[src/rtl/fetch_unit_if.sv]
`default_nettype none
// ============================================================================
// Module      : fetch_unit_if
// Description : Memory, decode and control bundle for the instruction fetch
//               stage.
// Revision    : 1.0 - initial release
// ============================================================================
interface fetch_unit_if #(
    parameter int ADDR_W = 8,
    parameter int DATA_W = 64
);
    logic              mem_req;
    logic [ADDR_W-1:0] mem_addr;
    logic              mem_gnt;
    logic              mem_rvalid;
    logic [DATA_W-1:0] mem_rdata;
    logic              inst_valid;
    logic              inst_ready;
    logic [DATA_W-1:0] inst_data;
    logic [ADDR_W-1:0] inst_pc;
    logic              redirect;
    logic [ADDR_W-1:0] redirect_pc;
    logic              stall;
    logic              idle;

    modport master (
        output mem_req, mem_addr, inst_valid, inst_data, inst_pc, idle,
        input  mem_gnt, mem_rvalid, mem_rdata, inst_ready, redirect, redirect_pc, stall
    );

    modport slave (
        input  mem_req, mem_addr, inst_valid, inst_data, inst_pc, idle,
        output mem_gnt, mem_rvalid, mem_rdata, inst_ready, redirect, redirect_pc, stall
    );
endinterface
`default_nettype wire

[src/rtl/fetch_unit.sv]
`default_nettype none
// ============================================================================
// Module      : fetch_unit
// Description : Instruction fetch stage with single outstanding read and an
//               in-order instruction FIFO; redirect flushes and restarts.
// Revision    : 1.0 - initial release
// ============================================================================
module fetch_unit #(
    parameter int              ADDR_W   = 8,
    parameter int              DATA_W   = 64,
    parameter int              DEPTH    = 4,
    parameter logic [ADDR_W-1:0] RESET_PC = '0
) (
    input  wire logic   clk,
    input  wire logic   rst,
    fetch_unit_if.master bus
);
    localparam int                 c_PTR_W = $clog2(DEPTH);
    localparam int                 c_CNT_W = c_PTR_W + 1;
    localparam logic [c_CNT_W-1:0] c_DEPTH = c_CNT_W'(DEPTH);

    typedef enum logic [1:0] {
        S_REQ  = 2'd0,
        S_WAIT = 2'd1,
        S_DROP = 2'd2
    } state_t;

    state_t              r_state;
    logic [ADDR_W-1:0]   r_fetch_pc;
    logic [ADDR_W-1:0]   r_req_pc;
    logic [DATA_W-1:0]   r_fifo_data [DEPTH];
    logic [ADDR_W-1:0]   r_fifo_pc   [DEPTH];
    logic [c_PTR_W-1:0]  r_rd_ptr;
    logic [c_PTR_W-1:0]  r_wr_ptr;
    logic [c_CNT_W-1:0]  r_count;

    logic w_req;
    logic w_issue;
    logic w_valid;
    logic w_pop;
    logic w_push;

    // The slot check at issue time guarantees room for the response.
    assign w_req   = !rst && (r_state == S_REQ) && (r_count < c_DEPTH) && !bus.stall;
    assign w_issue = w_req && bus.mem_gnt;
    assign w_valid = (r_count != '0);
    assign w_pop   = w_valid && bus.inst_ready;
    assign w_push  = (r_state == S_WAIT) && bus.mem_rvalid && !bus.redirect;

    assign bus.mem_req    = w_req;
    assign bus.mem_addr   = r_fetch_pc;
    assign bus.inst_valid = w_valid;
    assign bus.inst_data  = w_valid ? r_fifo_data[r_rd_ptr] : '0;
    assign bus.inst_pc    = w_valid ? r_fifo_pc[r_rd_ptr]   : '0;
    assign bus.idle       = (r_state == S_REQ) && (r_count == '0);

    always_ff @(posedge clk) begin
        if (rst) begin
            r_state    <= S_REQ;
            r_fetch_pc <= RESET_PC;
            r_req_pc   <= '0;
            r_rd_ptr   <= '0;
            r_wr_ptr   <= '0;
            r_count    <= '0;
        end else if (bus.redirect) begin
            r_fetch_pc <= bus.redirect_pc;
            r_rd_ptr   <= '0;
            r_wr_ptr   <= '0;
            r_count    <= '0;
            // An outstanding read must still be retired, but its data is stale.
            case (r_state)
                S_REQ:   r_state <= w_issue ? S_DROP : S_REQ;
                default: r_state <= bus.mem_rvalid ? S_REQ : S_DROP;
            endcase
        end else begin
            case (r_state)
                S_REQ: begin
                    if (w_issue) begin
                        r_req_pc   <= r_fetch_pc;
                        r_fetch_pc <= r_fetch_pc + ADDR_W'(1);
                        r_state    <= S_WAIT;
                    end
                end
                S_WAIT, S_DROP: begin
                    if (bus.mem_rvalid) begin
                        r_state <= S_REQ;
                    end
                end
                default: r_state <= S_REQ;
            endcase

            if (w_push) begin
                r_fifo_data[r_wr_ptr] <= bus.mem_rdata;
                r_fifo_pc[r_wr_ptr]   <= r_req_pc;
                r_wr_ptr              <= r_wr_ptr + c_PTR_W'(1);
            end
            if (w_pop) begin
                r_rd_ptr <= r_rd_ptr + c_PTR_W'(1);
            end
            if (w_push && !w_pop) begin
                r_count <= r_count + c_CNT_W'(1);
            end else if (w_pop && !w_push) begin
                r_count <= r_count - c_CNT_W'(1);
            end
        end
    end
endmodule
`default_nettype wire

[src/flat_wrapper.sv]
// flat-port wrapper written by rule: the top's interface ports become plain ports
module fetch_unit_flat 
#(
    parameter int              ADDR_W   = 8,
    parameter int              DATA_W   = 64,
    parameter int              DEPTH    = 4,
    parameter logic [ADDR_W-1:0] RESET_PC = '0
)
  (clk, rst, bus_mem_req, bus_mem_addr, bus_inst_valid, bus_inst_data, bus_inst_pc, bus_idle, bus_mem_gnt, bus_mem_rvalid, bus_mem_rdata, bus_inst_ready, bus_redirect, bus_redirect_pc, bus_stall);
  fetch_unit_if #(.ADDR_W(ADDR_W), .DATA_W(DATA_W)) bus_i ();
  input  wire logic clk;
  input  wire logic rst;
  output wire logic [$bits(bus_i.mem_req)-1:0] bus_mem_req;
  output wire logic [$bits(bus_i.mem_addr)-1:0] bus_mem_addr;
  output wire logic [$bits(bus_i.inst_valid)-1:0] bus_inst_valid;
  output wire logic [$bits(bus_i.inst_data)-1:0] bus_inst_data;
  output wire logic [$bits(bus_i.inst_pc)-1:0] bus_inst_pc;
  output wire logic [$bits(bus_i.idle)-1:0] bus_idle;
  input wire logic [$bits(bus_i.mem_gnt)-1:0] bus_mem_gnt;
  input wire logic [$bits(bus_i.mem_rvalid)-1:0] bus_mem_rvalid;
  input wire logic [$bits(bus_i.mem_rdata)-1:0] bus_mem_rdata;
  input wire logic [$bits(bus_i.inst_ready)-1:0] bus_inst_ready;
  input wire logic [$bits(bus_i.redirect)-1:0] bus_redirect;
  input wire logic [$bits(bus_i.redirect_pc)-1:0] bus_redirect_pc;
  input wire logic [$bits(bus_i.stall)-1:0] bus_stall;
  assign bus_mem_req = bus_i.mem_req;
  assign bus_mem_addr = bus_i.mem_addr;
  assign bus_inst_valid = bus_i.inst_valid;
  assign bus_inst_data = bus_i.inst_data;
  assign bus_inst_pc = bus_i.inst_pc;
  assign bus_idle = bus_i.idle;
  assign bus_i.mem_gnt = bus_mem_gnt;
  assign bus_i.mem_rvalid = bus_mem_rvalid;
  assign bus_i.mem_rdata = bus_mem_rdata;
  assign bus_i.inst_ready = bus_inst_ready;
  assign bus_i.redirect = bus_redirect;
  assign bus_i.redirect_pc = bus_redirect_pc;
  assign bus_i.stall = bus_stall;
  fetch_unit #(.ADDR_W(ADDR_W), .DATA_W(DATA_W), .DEPTH(DEPTH), .RESET_PC(RESET_PC)) u_core (.clk(clk), .rst(rst), .bus(bus_i));
endmodule
[config.mk]
export PLATFORM = sky130hd
export DESIGN_NAME = fetch_unit_flat
export DESIGN_NICKNAME = d
export VERILOG_FILES = /design/src/rtl/fetch_unit_if.sv /design/src/rtl/fetch_unit.sv /design/src/flat_wrapper.sv
export SDC_FILE = /design/constraint.sdc
export NUM_CORES = 1
export LEC_CHECK = 0
export ABC_AREA = 0
export CORE_MARGIN = 2
export CORE_UTILIZATION = 55
export DETAILED_ROUTE_END_ITERATION = 7
export GPL_TIMING_DRIVEN = 1
export MAX_ROUTING_LAYER = met4
export PLACE_DENSITY = 0.8
export SLEW_MARGIN = 20
export SYNTH_ARGS = -nofsm -noshare
export SYNTH_HDL_FRONTEND = slang
export SYNTH_SLANG_ARGS = --single-unit
[constraint.sdc]
create_clock -name clk -period 4.6 [get_ports clk]
set_input_delay 1.15 -clock clk [delete_from_list [all_inputs] [get_ports clk]]
set_output_delay 1.15 -clock clk [all_outputs]
set_load 0.05 [all_outputs]
**Word level (Yosys, flattened, before mapping)**

Memory sizes are Yosys's and may differ from the RTL's. A register that Yosys moved wholly into a read port is not among the register bits.
Cells that the tools add are included.

- Bits in writable memories: 288
- Memories kept: 2
- Bits of input ports: 79
- Logic and storage cells: 67
- Register bits after elaboration: 25

- Equality and inequality tests: 4
- Order comparisons: 1
- Reduce and logical (&&, ||, !) cells: 26
- Muxes and demuxes: 22
- Add/sub/neg operators: 5
- Bitwise logic cells: 1

Memories:

| memory | words | width | read ports | clocked after Yosys merged registers in | wr ports | RTL line | RTL |
|---|---|---|---|---|---|---|---|
| u_core.r_fifo_data | 4 | 64 | 1 | 1 | 1 | fetch_unit.sv:31 | `logic [DATA_W-1:0] r_fifo_data [DEPTH];` |
| u_core.r_fifo_pc | 4 | 8 | 1 | 1 | 1 | fetch_unit.sv:32 | `logic [ADDR_W-1:0] r_fifo_pc [DEPTH];` |

Operator list:

| cell | count |
|---|---|
| $mux 64 | 1 |
| $mux 8 | 4 |
| $mux 2 | 10 |
| $logic_and 1x1->1 | 10 |
| $add 8x1->8 const B | 1 |
| $mux 3 | 2 |
| $reduce_bool 2->1 | 3 |
| $logic_not 1->1 | 5 |
| $add 2x1->2 const B | 2 |
| $mux 1 | 4 |
| $pmux 2 s2 | 1 |
| $reduce_and 2->1 | 2 |
| $reduce_or 2->1 | 2 |
| $add 3x1->3 const B | 1 |
| $logic_not 3->1 | 1 |
| $lt 3x3->1 const B | 1 |
| $ne 3x2->1 const B | 1 |
| $ne 3x3->1 const B | 1 |
| $reduce_and 3->1 | 1 |
| $reduce_bool 3->1 | 1 |
| $sub 3x1->3 const B | 1 |
| $eq 2x1->1 const B | 1 |
| $eq 2x2->1 const B | 1 |
| $logic_not 2->1 | 1 |
| $not 1->1 | 1 |

**Logic depth before layout (Yosys ltp)**

Gate-level depths: netlist (run 1).

- Depth in word-level cells: 8
- Depth in mapped cells: 10

**Worst setup path before layout (run 1)**

Ideal clock, no wire load.

- Path kind: input to register
- Start: input port rst
- End: memory u_core.r_fifo_data[3][0], enable pin
- Path slack: 591 ps
- Data required time: 4,161 ps
- Cell stages on the path: 4
- Buffers on the path: 2
- Arrival: 3,570 ps
- Library setup time: 439 ps
- Cell sequence: clkbuf_1 nor2_1 clkbuf_1 and3_1

- Word-level cells in the longest chain between the ends: 2

RTL lines:

| what | RTL line | RTL |
|---|---|---|
| start, declared | flat_wrapper.sv:12 | `input wire logic rst;` |
| $mux 1 | fetch_unit.sv:58 | `if (rst) begin` |
| $mux 1 (implied by the code) | fetch_unit.sv:93 | `r_fifo_data[r_wr_ptr] <= bus.mem_rdata;` |
| end, declared | fetch_unit.sv:31 |  |

Every way passes these cells.

==> results of run 1 <==
[synthesized netlist by cell type, types with 2 or more instances]
library cell / instances
sky130_fd_sc_hd__and3_1: 5
sky130_fd_sc_hd__a31o_2: 2
sky130_fd_sc_hd__nand3_1: 9
sky130_fd_sc_hd__o31ai_1: 3
sky130_fd_sc_hd__buf_2: 9
sky130_fd_sc_hd__nand2b_1: 2
sky130_fd_sc_hd__ha_1: 8
sky130_fd_sc_hd__a311oi_1: 7
sky130_fd_sc_hd__o21ai_0: 11
sky130_fd_sc_hd__nand4_1: 5
sky130_fd_sc_hd__and2_1: 72
sky130_fd_sc_hd__dfxtp_1: 27
sky130_fd_sc_hd__xor2_1: 4
sky130_fd_sc_hd__or3_2: 2
sky130_fd_sc_hd__nand2_1: 5
sky130_fd_sc_hd__mux4_2: 72
sky130_fd_sc_hd__a21oi_1: 10
sky130_fd_sc_hd__edfxtp_1: 288
sky130_fd_sc_hd__nor2_1: 18
sky130_fd_sc_hd__clkbuf_1: 24
sky130_fd_sc_hd__inv_1: 12
sky130_fd_sc_hd__or3_1: 2
sky130_fd_sc_hd__or4_1: 2
[routing by layer]
metal	wire length (microns)	global-route usage, %	share of wire [%]	up-vias
met4	484	5.423	2.0	0
met1	9877	28.67	41	3270
li1	-	-	-	2837
met5	0	-	0	-
met2	12170	34.86	50	272
met3	1644	3.941	6.8	44
[layout make-up]
type / count / area, sq um
flip-flops and latches: 315 / 9196
fillers: 1350 / 6629
multi-input cells: 259 / 2867
repair buffers: 175 / 1789
clock buffers: 39 / 805.8
well taps: 280 / 350.3
clock inverters: 17 / 141.4
inverters: 12 / 45.04
[worst max-delay path, stage by stage, from the launching register on]
cell and delay (ns):
sky130_fd_sc_hd__dfxtp_4 0.57, sky130_fd_sc_hd__buf_12 0.35, sky130_fd_sc_hd__mux4_2 0.54, sky130_fd_sc_hd__and2_1 0.18
sky130_fd_sc_hd__clkdlybuf4s50_1 0.73
[sequential cells by signal (all words and copies together), names as in the netlist, named ones only]
| register | flops |
|---|---|
| u_core.r_req_pc | 8 |
| u_core.bus.mem_addr | 8 |
| u_core.r_fifo_data | 256 |
| u_core.r_state | 2 |
| u_core.r_fifo_pc | 32 |
| u_core.r_rd_ptr | 2 |
| u_core.r_count | 3 |
| u_core.r_wr_ptr | 2 |
[per-stage QoR]
stage          worst slack, ns  utilization (%)  instance area, sq um  instances
2_1_floorplan           0.5912                -                 12220        619
3_3_place_gp            0.9913            65.28                 14250       1041
3_5_place_dp            0.9627            65.28                 14250       1041
4_1_cts                 0.4206            69.63                 15190       1097
5_1_grt                 0.3240            69.63                 15190       1097
6_report                0.4877            69.63                 15190       1097
[cell families after synthesis]
group	Yosys count	synth area share (%)
flops	315	75.22
simple gates	132	6.412
mux	73	13.36
buf+inv	45	1.475
compound gates	40	2.192
fa+ha+maj	9	0.9833
xor+xnor	5	0.3585
[worst paths after layout]
| path | start | end | slack [ns] | depth (start not counted) |
|---|---|---|---|---|
| worst min register to register | u_core.r_req_pc[4] | u_core.r_fifo_pc[1][4] | 0.50 | 0 |
| worst max register to register | u_core.r_state[1] | u_core.bus.mem_addr[5] | 2.25 | 5 |
| worst min-delay path | u_core.r_req_pc[4] | u_core.r_fifo_pc[1][4] | 0.50 | 0 |
| worst max-delay path | flop | bus_inst_pc[0] | 0.49 | 4 |
[power by group through the flow]
stage,Sequential [mW],Combinational (mW),Clock (mW)
after floorplan,3.21,0.0779,0
after global placement,3.19,0.219,0
after detailed placement,3.20,0.230,0
after CTS,3.14,0.232,2.39
after global routing,3.14,0.246,2.49
final,3.14,0.232,2.35
==> out/summary.txt, run 1 <==
YOSYS
--------------------------------------------------------------------------------------
Area contributors post-synth                                              sky130_fd_sc_hd__edfxtp_1 71%, sky130_fd_sc_hd__mux4_2 13%, sky130_fd_sc_hd__dfxtp_1 4.4%, sky130_fd_sc_hd__and2_1 3.7%, sky130_fd_sc_hd__ha_1 0.82%
Count of state elements after synthesis                                            315
Async S/R FF share, synth                                                           0%
Unique cell type count in the Yosys netlist                                         43
Library cell occupying the most area in the post-synthesis netlist        sky130_fd_sc_hd__edfxtp_1
Post-synthesis instance total                                                      619
Total nets after synthesis                                                         707
Synth Cell Area                                                            12220 sq um
Top-area cell type share of the netlist area                                    70.80%
Synth warn                                                                           0
Sequential area share after synthesis                                           75.22%
Number of flops mapped to enable cells by yosys                                    288
Top_reg_cell synth                                                        sky130_fd_sc_hd__edfxtp_1
Post-synthesis area per instance                                           19.73 sq um

WORST SETUP PATH
--------------------------------------------------------------------------------------
Element type at the critical path start                                           flop
Crit path required time                                                        3.45 ns
Element type at the critical path end                                     primary output
Crit path arrival time                                                         2.96 ns
Peak fanout along the critical path                                                 38
Kind of critical path                                                          reg2out

POWER AND IR DROP
--------------------------------------------------------------------------------------
Peak VDD IR                                                                  0.2519 mV
Part of the power in combinational logic                                          4.1%
Switch share                                                                    19.95%
Leakage power of the design                                                   4.747 nW
Reg power frac                                                                   54.8%
Cell area power density                                                   376.3 nW/um^2
Clock Power Share                                                                41.1%
Tot Pwr                                                                       5.718 mW
Switching power                                                               1.141 mW
Cell internal pwr                                                             4.577 mW

TIMING
--------------------------------------------------------------------------------------
Final Hold Vio Count                                                                 0
Share of the clock period used by the worst path after layout                   89.40%
Setup repair after global routing missed its margin                              false
Accumulated negative setup slack                                                  0 ns
Max-slew violation count                                                             0
Highest clock rate                                                           243.2 MHz
Worst rel slew slack                                                            53.88%
Transition time of the tightest slew-check pin                               0.6919 ns
Post-route clock skew                                                       0.01110 ns
Worst-case hold slack                                                        0.4950 ns
Min Clock Period, post-route                                                  4.112 ns
Setup violation total in the final timing report                                     0

DETAILED ROUTING
--------------------------------------------------------------------------------------
Wire length per cell after detailed routing                               22.04 microns
Number of iterations in the first detailed-routing pass                              5
Routed via count divided by cell count                                           5.855
Via count of the routed design                                                    6423
Number of DRC markers in iteration 0                                               486
Remaining design rule violation count                                                0
Wire length reported by the detailed router                                   24.18 mm
Number of antenna-violating nets in the routed design                                0

FINISH
--------------------------------------------------------------------------------------
Highest-count cells in the layout ignoring fill and taps                  288 x sky130_fd_sc_hd__edfxtp_1, 160 x sky130_fd_sc_hd__clkdlybuf4s50_1, 72 x sky130_fd_sc_hd__mux4_2, 72 x sky130_fd_sc_hd__and2_1, 31 x sky130_fd_sc_hd__clkbuf_16
Synth-to-Final Area Change                                                      24.39%
Most frequent standard cell in the layout excluding fill and tap cells    sky130_fd_sc_hd__edfxtp_1
Fraction of final layout cells sized beyond drive strength 1                    17.63%
Layout Nets                                                                        882
Number of antenna cells inserted                                                     0

RUN STATUS
--------------------------------------------------------------------------------------
Result of the run                                                            completed

MIN PATH
--------------------------------------------------------------------------------------
Type of the worst min-delay path                                               reg2reg

PLACED DESIGN
--------------------------------------------------------------------------------------
Half-perimeter wire length of the detailed placement result                   14.68 mm
Number of port buffers                                                             161
GP Congestion                                                                   0.8208

GRT
--------------------------------------------------------------------------------------
Global-route wire length before repair                                        38.20 mm
Via count of the first global-routing pass                                        6933
Number of antenna violations at the first check in global routing                    0
Global route overflow                                                                0
Pin count of the biggest net entering global routing                                44
Total GRT Usage                                                                 21.48%

FLOORPLANNING
--------------------------------------------------------------------------------------
Floorplan core area                                                        21820 sq um
Starting density of the core                                                    55.97%
Area enclosed by the die boundary                                          23420 sq um
I/O pin total                                                                      162
Vert. Die Dim                                                             153.0 microns
Width of the chip                                                         153.0 microns
Count of standard-cell rows                                                         54

CLOCK TREE
--------------------------------------------------------------------------------------
TritonCTS clock tree                                                             built
Number of resized instances in the post-cts repair step                              0
Number of buffers inserted to repair setup after CTS                                 0
Cell at the root of the clock tree                                        sky130_fd_sc_hd__clkbuf_16
Number of H-tree levels                                                              1
Clock slew at the register clock pins of the worst setup and hold paths        0.06 ns
Post-CTS Hold Fix Bufs                                                               0
Number of buffers created by CTS                                                    31
Clock Sinks                                                                        315
Clock latency on the worst-skew pair                                           0.55 ns
CTS max path bufs                                                                    3

FLOW RUN
--------------------------------------------------------------------------------------
Number of violations of the max-capacitance limit                                    0

(Power assumes the default switching activity.)
==> run 2: changes to the inputs <==
--- a/config.mk
+++ b/config.mk
@@ -5,13 +5,15 @@
 export SDC_FILE = /design/constraint.sdc
 export NUM_CORES = 1
 export LEC_CHECK = 0
-export ABC_AREA = 0
+export ABC_AREA = 1
+export CELL_PAD_IN_SITES_DETAIL_PLACEMENT = 2
+export CELL_PAD_IN_SITES_GLOBAL_PLACEMENT = 2
 export CORE_MARGIN = 2
-export CORE_UTILIZATION = 55
+export CORE_UTILIZATION = 37
 export DETAILED_ROUTE_END_ITERATION = 7
 export GPL_TIMING_DRIVEN = 1
 export MAX_ROUTING_LAYER = met4
-export PLACE_DENSITY = 0.8
+export PLACE_DENSITY_LB_ADDON = 0.1
 export SLEW_MARGIN = 20
 export SYNTH_ARGS = -nofsm -noshare
 export SYNTH_HDL_FRONTEND = slang
==> run 2 against run 1 <==
Compared with the run above:
- flip-flop and latch count unchanged
- critical endpoint is now bus_inst_pc[3]
- worst hold slack worse by 0.016 ns
- synthesized cell count up 72%
- global-route usage down 0.73 points
- core utilization down 23 points
- first-iteration DRC count down 23%
- combinational power up 74%
==> out/summary.txt, run 2 <==
PLACED DESIGN
--------------------------------------------------------------------------------------
Half-perimeter wire length of the detailed placement result                   21.47 mm
Number of port buffers                                                             161
Post-place setup slack                                                       0.9172 ns
GP Congestion                                                                   0.7321

POWER AND IR DROP
--------------------------------------------------------------------------------------
Cell area power density                                                   394.2 nW/um^2
Leakage power of the design                                                   5.467 nW
Peak VDD IR                                                                  0.3045 mV

YOSYS
--------------------------------------------------------------------------------------
Proportion of synthesized area in mux cells                                         0%
Top cells by count, synth                                                 323 x sky130_fd_sc_hd__nor2_1, 288 x sky130_fd_sc_hd__edfxtp_1, 139 x sky130_fd_sc_hd__o21ai_0
Unique cell type count in the Yosys netlist                                         27
Synth Cell Area                                                            12580 sq um
Async S/R FF share, synth                                                           0%
Post-synthesis compound-gate area fraction                                      10.04%
Number of flops mapped to enable cells by yosys                                    288
Simple-gate share of the synthesized area                                       12.38%
Sequential area share after synthesis                                           73.04%
Top_reg_cell synth                                                        sky130_fd_sc_hd__edfxtp_1
Adder-cell area share of the yosys netlist                                     0.9547%
Post-synthesis instance total                                                     1064
Area contributors post-synth                                              sky130_fd_sc_hd__edfxtp_1 69%, sky130_fd_sc_hd__nor2_1 9.6%, sky130_fd_sc_hd__o21ai_0 5.5%, sky130_fd_sc_hd__dfxtp_1 4.3%, sky130_fd_sc_hd__a21oi_1 3.3%
Cell with the most instances after synthesis                              sky130_fd_sc_hd__nor2_1
Post-synthesis area per instance                                           11.82 sq um
Synth warn                                                                           0
Main combinational cell family by area after synthesis                    simple AND/OR/NAND/NOR gates
Count of state elements after synthesis                                            315
Top-area cell type share of the netlist area                                    68.74%
Total nets after synthesis                                                        1152
Post-Synth XOR/XNOR Area                                                            0%
Library cell occupying the most area in the post-synthesis netlist        sky130_fd_sc_hd__edfxtp_1

RUN STATUS
--------------------------------------------------------------------------------------
Result of the run                                                            completed

TIMING
--------------------------------------------------------------------------------------
Final Hold Vio Count                                                                 0
Min setup slack post-route                                                   0.4191 ns
Setup repair after global routing missed its margin                              false
Share of the clock period used by the worst path after layout                   90.89%
Highest clock rate                                                           239.2 MHz
Min Clock Period, post-route                                                  4.181 ns
Setup violation total in the final timing report                                     0
Worst rel slew slack                                                            44.60%
Max-slew violation count                                                             0
Transition time of the tightest slew-check pin                               0.8310 ns
Post-route clock skew                                                       0.01596 ns

CLOCK TREE
--------------------------------------------------------------------------------------
Clock Sinks                                                                        315
Post-CTS Hold Fix Bufs                                                               0
Clock latency on the worst-skew pair                                           0.51 ns
Clock slew at the register clock pins of the worst setup and hold paths        0.06 ns
Cell at the root of the clock tree                                        sky130_fd_sc_hd__clkbuf_16
Number of H-tree levels                                                              2
Number of buffers created by CTS                                                    36
Number of buffers inserted to repair setup after CTS                                 0
TritonCTS clock tree                                                             built
CTS max path bufs                                                                    3
Number of resized instances in the post-cts repair step                              0

GRT
--------------------------------------------------------------------------------------
Total GRT Usage                                                                 20.74%
Pin count of the biggest net entering global routing                                77
Via count of the first global-routing pass                                        9785
Global-route wire length before repair                                        55.64 mm
Global route overflow                                                                0
Number of antenna violations at the first check in global routing                    1

FLOORPLANNING
--------------------------------------------------------------------------------------
Count of standard-cell rows                                                         67
Area enclosed by the die boundary                                          35490 sq um
I/O pin total                                                                      162
Starting density of the core                                                    37.52%
Vert. Die Dim                                                             188.4 microns
Floorplan core area                                                        33530 sq um
Width of the chip                                                         188.4 microns

WORST SETUP PATH
--------------------------------------------------------------------------------------
R2R setup slack                                                                2.56 ns
Crit path required time                                                        3.45 ns
Peak fanout along the critical path                                                 70
Worst path most repeated cell                                             sky130_fd_sc_hd__buf_4
Sequence of cells on the critical path                                    inv_4 > buf_4 > o21ai_0 > a21oi_1 > buf_4
Largest stage delay on the critical path                                       0.58 ns
Element type at the critical path start                                           flop
R2R cell count                                                                      15
Crit path arrival time                                                         3.03 ns
Master of the slowest instance on the critical path                       sky130_fd_sc_hd__buf_4
Element type at the critical path end                                     primary output
Kind of critical path                                                          reg2out

DETAILED ROUTING
--------------------------------------------------------------------------------------
Number of antenna-violating nets in the routed design                                0
Wire length per cell after detailed routing                               20.95 microns
Remaining design rule violation count                                                0
Number of DRC markers in iteration 0                                               375
Number of iterations in the first detailed-routing pass                              4
Via count of the routed design                                                    8644
Wire length reported by the detailed router                                   35.51 mm
Routed via count divided by cell count                                           5.100

FINISH
--------------------------------------------------------------------------------------
Area occupied by registers                                                  9196 sq um
Most frequent standard cell in the layout excluding fill and tap cells    sky130_fd_sc_hd__nor2_1
Synth-to-Final Area Change                                                      23.87%
Multi-input gate area in the final layout                                   2972 sq um
Largest register by flop count                                            u_core.r_fifo_data
Count of filler cells inserted in the layout                                      3400
Top flop regs                                                             u_core.r_fifo_data (256), u_core.r_fifo_pc (32)
Highest-count cells in the layout ignoring fill and taps                  319 x sky130_fd_sc_hd__nor2_1, 288 x sky130_fd_sc_hd__edfxtp_1, 139 x sky130_fd_sc_hd__o21ai_0
Utilization after layout                                                        46.47%
Layout Nets                                                                       1312
Fraction of final layout cells sized beyond drive strength 1                    11.33%
Flip-flop count of the largest register after layout                               256

MIN PATH
--------------------------------------------------------------------------------------
Type of the worst min-delay path                                               reg2reg
Worst hold path stage count                                                          2

FLOW RUN
--------------------------------------------------------------------------------------
Number of violations of the max-capacitance limit                                    0

run 2: cell types whose count changed after synthesis, moves of 8 or more:
cell,change
sky130_fd_sc_hd__o21ai_1,+21
sky130_fd_sc_hd__mux4_2,-72
sky130_fd_sc_hd__buf_6,+8
sky130_fd_sc_hd__buf_2,+9
sky130_fd_sc_hd__and2_1,-72
sky130_fd_sc_hd__o21ai_0,+128
sky130_fd_sc_hd__nor2_1,+305
sky130_fd_sc_hd__a21oi_1,+73
sky130_fd_sc_hd__nand2_1,+46
sky130_fd_sc_hd__inv_1,+19
run 2: per-stage QoR:
stage | std cells | TNS, ns | hold WS, ns | power (mW) | instance area [sq um]
finish | 1695 | 0 | 0.4786 | 6.143 | 15580
global route | 1694 | 0 | 0.5125 | 6.364 | 15580
CTS | 1693 | 0 | 0.4733 | 6.232 | 15580
detailed placement | 1634 | 0 | 0.4600 | 3.623 | 14540
global placement | 1634 | 0 | 0.4447 | 3.613 | 14540
floorplan | 1064 | -189.72 | 0.4329 | 3.421 | 12580
run 2: worst paths after layout:
check	startpoint	end
worst min register to register	u_core.r_rd_ptr[1]	flop
worst min-delay path	u_core.r_rd_ptr[1]	flop
worst max register to register	u_core.r_state[1]	u_core.r_count[2]
worst max-delay path	flop	bus_inst_pc[3]
run 2: logic make-up after synthesis:
logic type / Yosys count
and+or+nand+nor: 397
DFF: 315
AOI/OAI and AO/OA: 249
adders and majority gates: 9
buffers and inverters: 94
run 2: worst max-delay path, delay by kind of cell (launching register included):
family / cells / cell delay [ns]
AOI/OAI and AO/OA: 2 / 0.55
buffers and inverters: 3 / 1.32
DFF: 1 / 0.57
run 2: metal layers:
layer	up-vias	global-route usage [%]	share of wire, %	routed length, microns
met2	154	37.28	52	18590
met3	49	2.738	3.3	1159
met4	0	5.108	2.0	714
met5	-	-	0	0
li1	4022	-	-	-
met1	4419	24.70	42	15040
run 2: layout make-up:
| type | instances | area share [%] |
|---|---|---|
| clock inverters | 9 | 0.4416 |
| inverters | 36 | 0.8832 |
| multi-input cells | 655 | 19.07 |
| diodes | 2 | 0.03212 |
| clock buffers | 50 | 6.255 |
| well taps | 448 | 3.597 |
| repair buffers | 180 | 10.71 |
| flip-flops and latches | 315 | 59.01 |
run 2: where the power goes:
part	switching [mW]	total, mW	internal [mW]
Clock	1.06	2.59	1.53
Combinational	0.262	0.403	0.140
Sequential	0.0200	3.15	3.13
Total	1.34	6.14	4.80
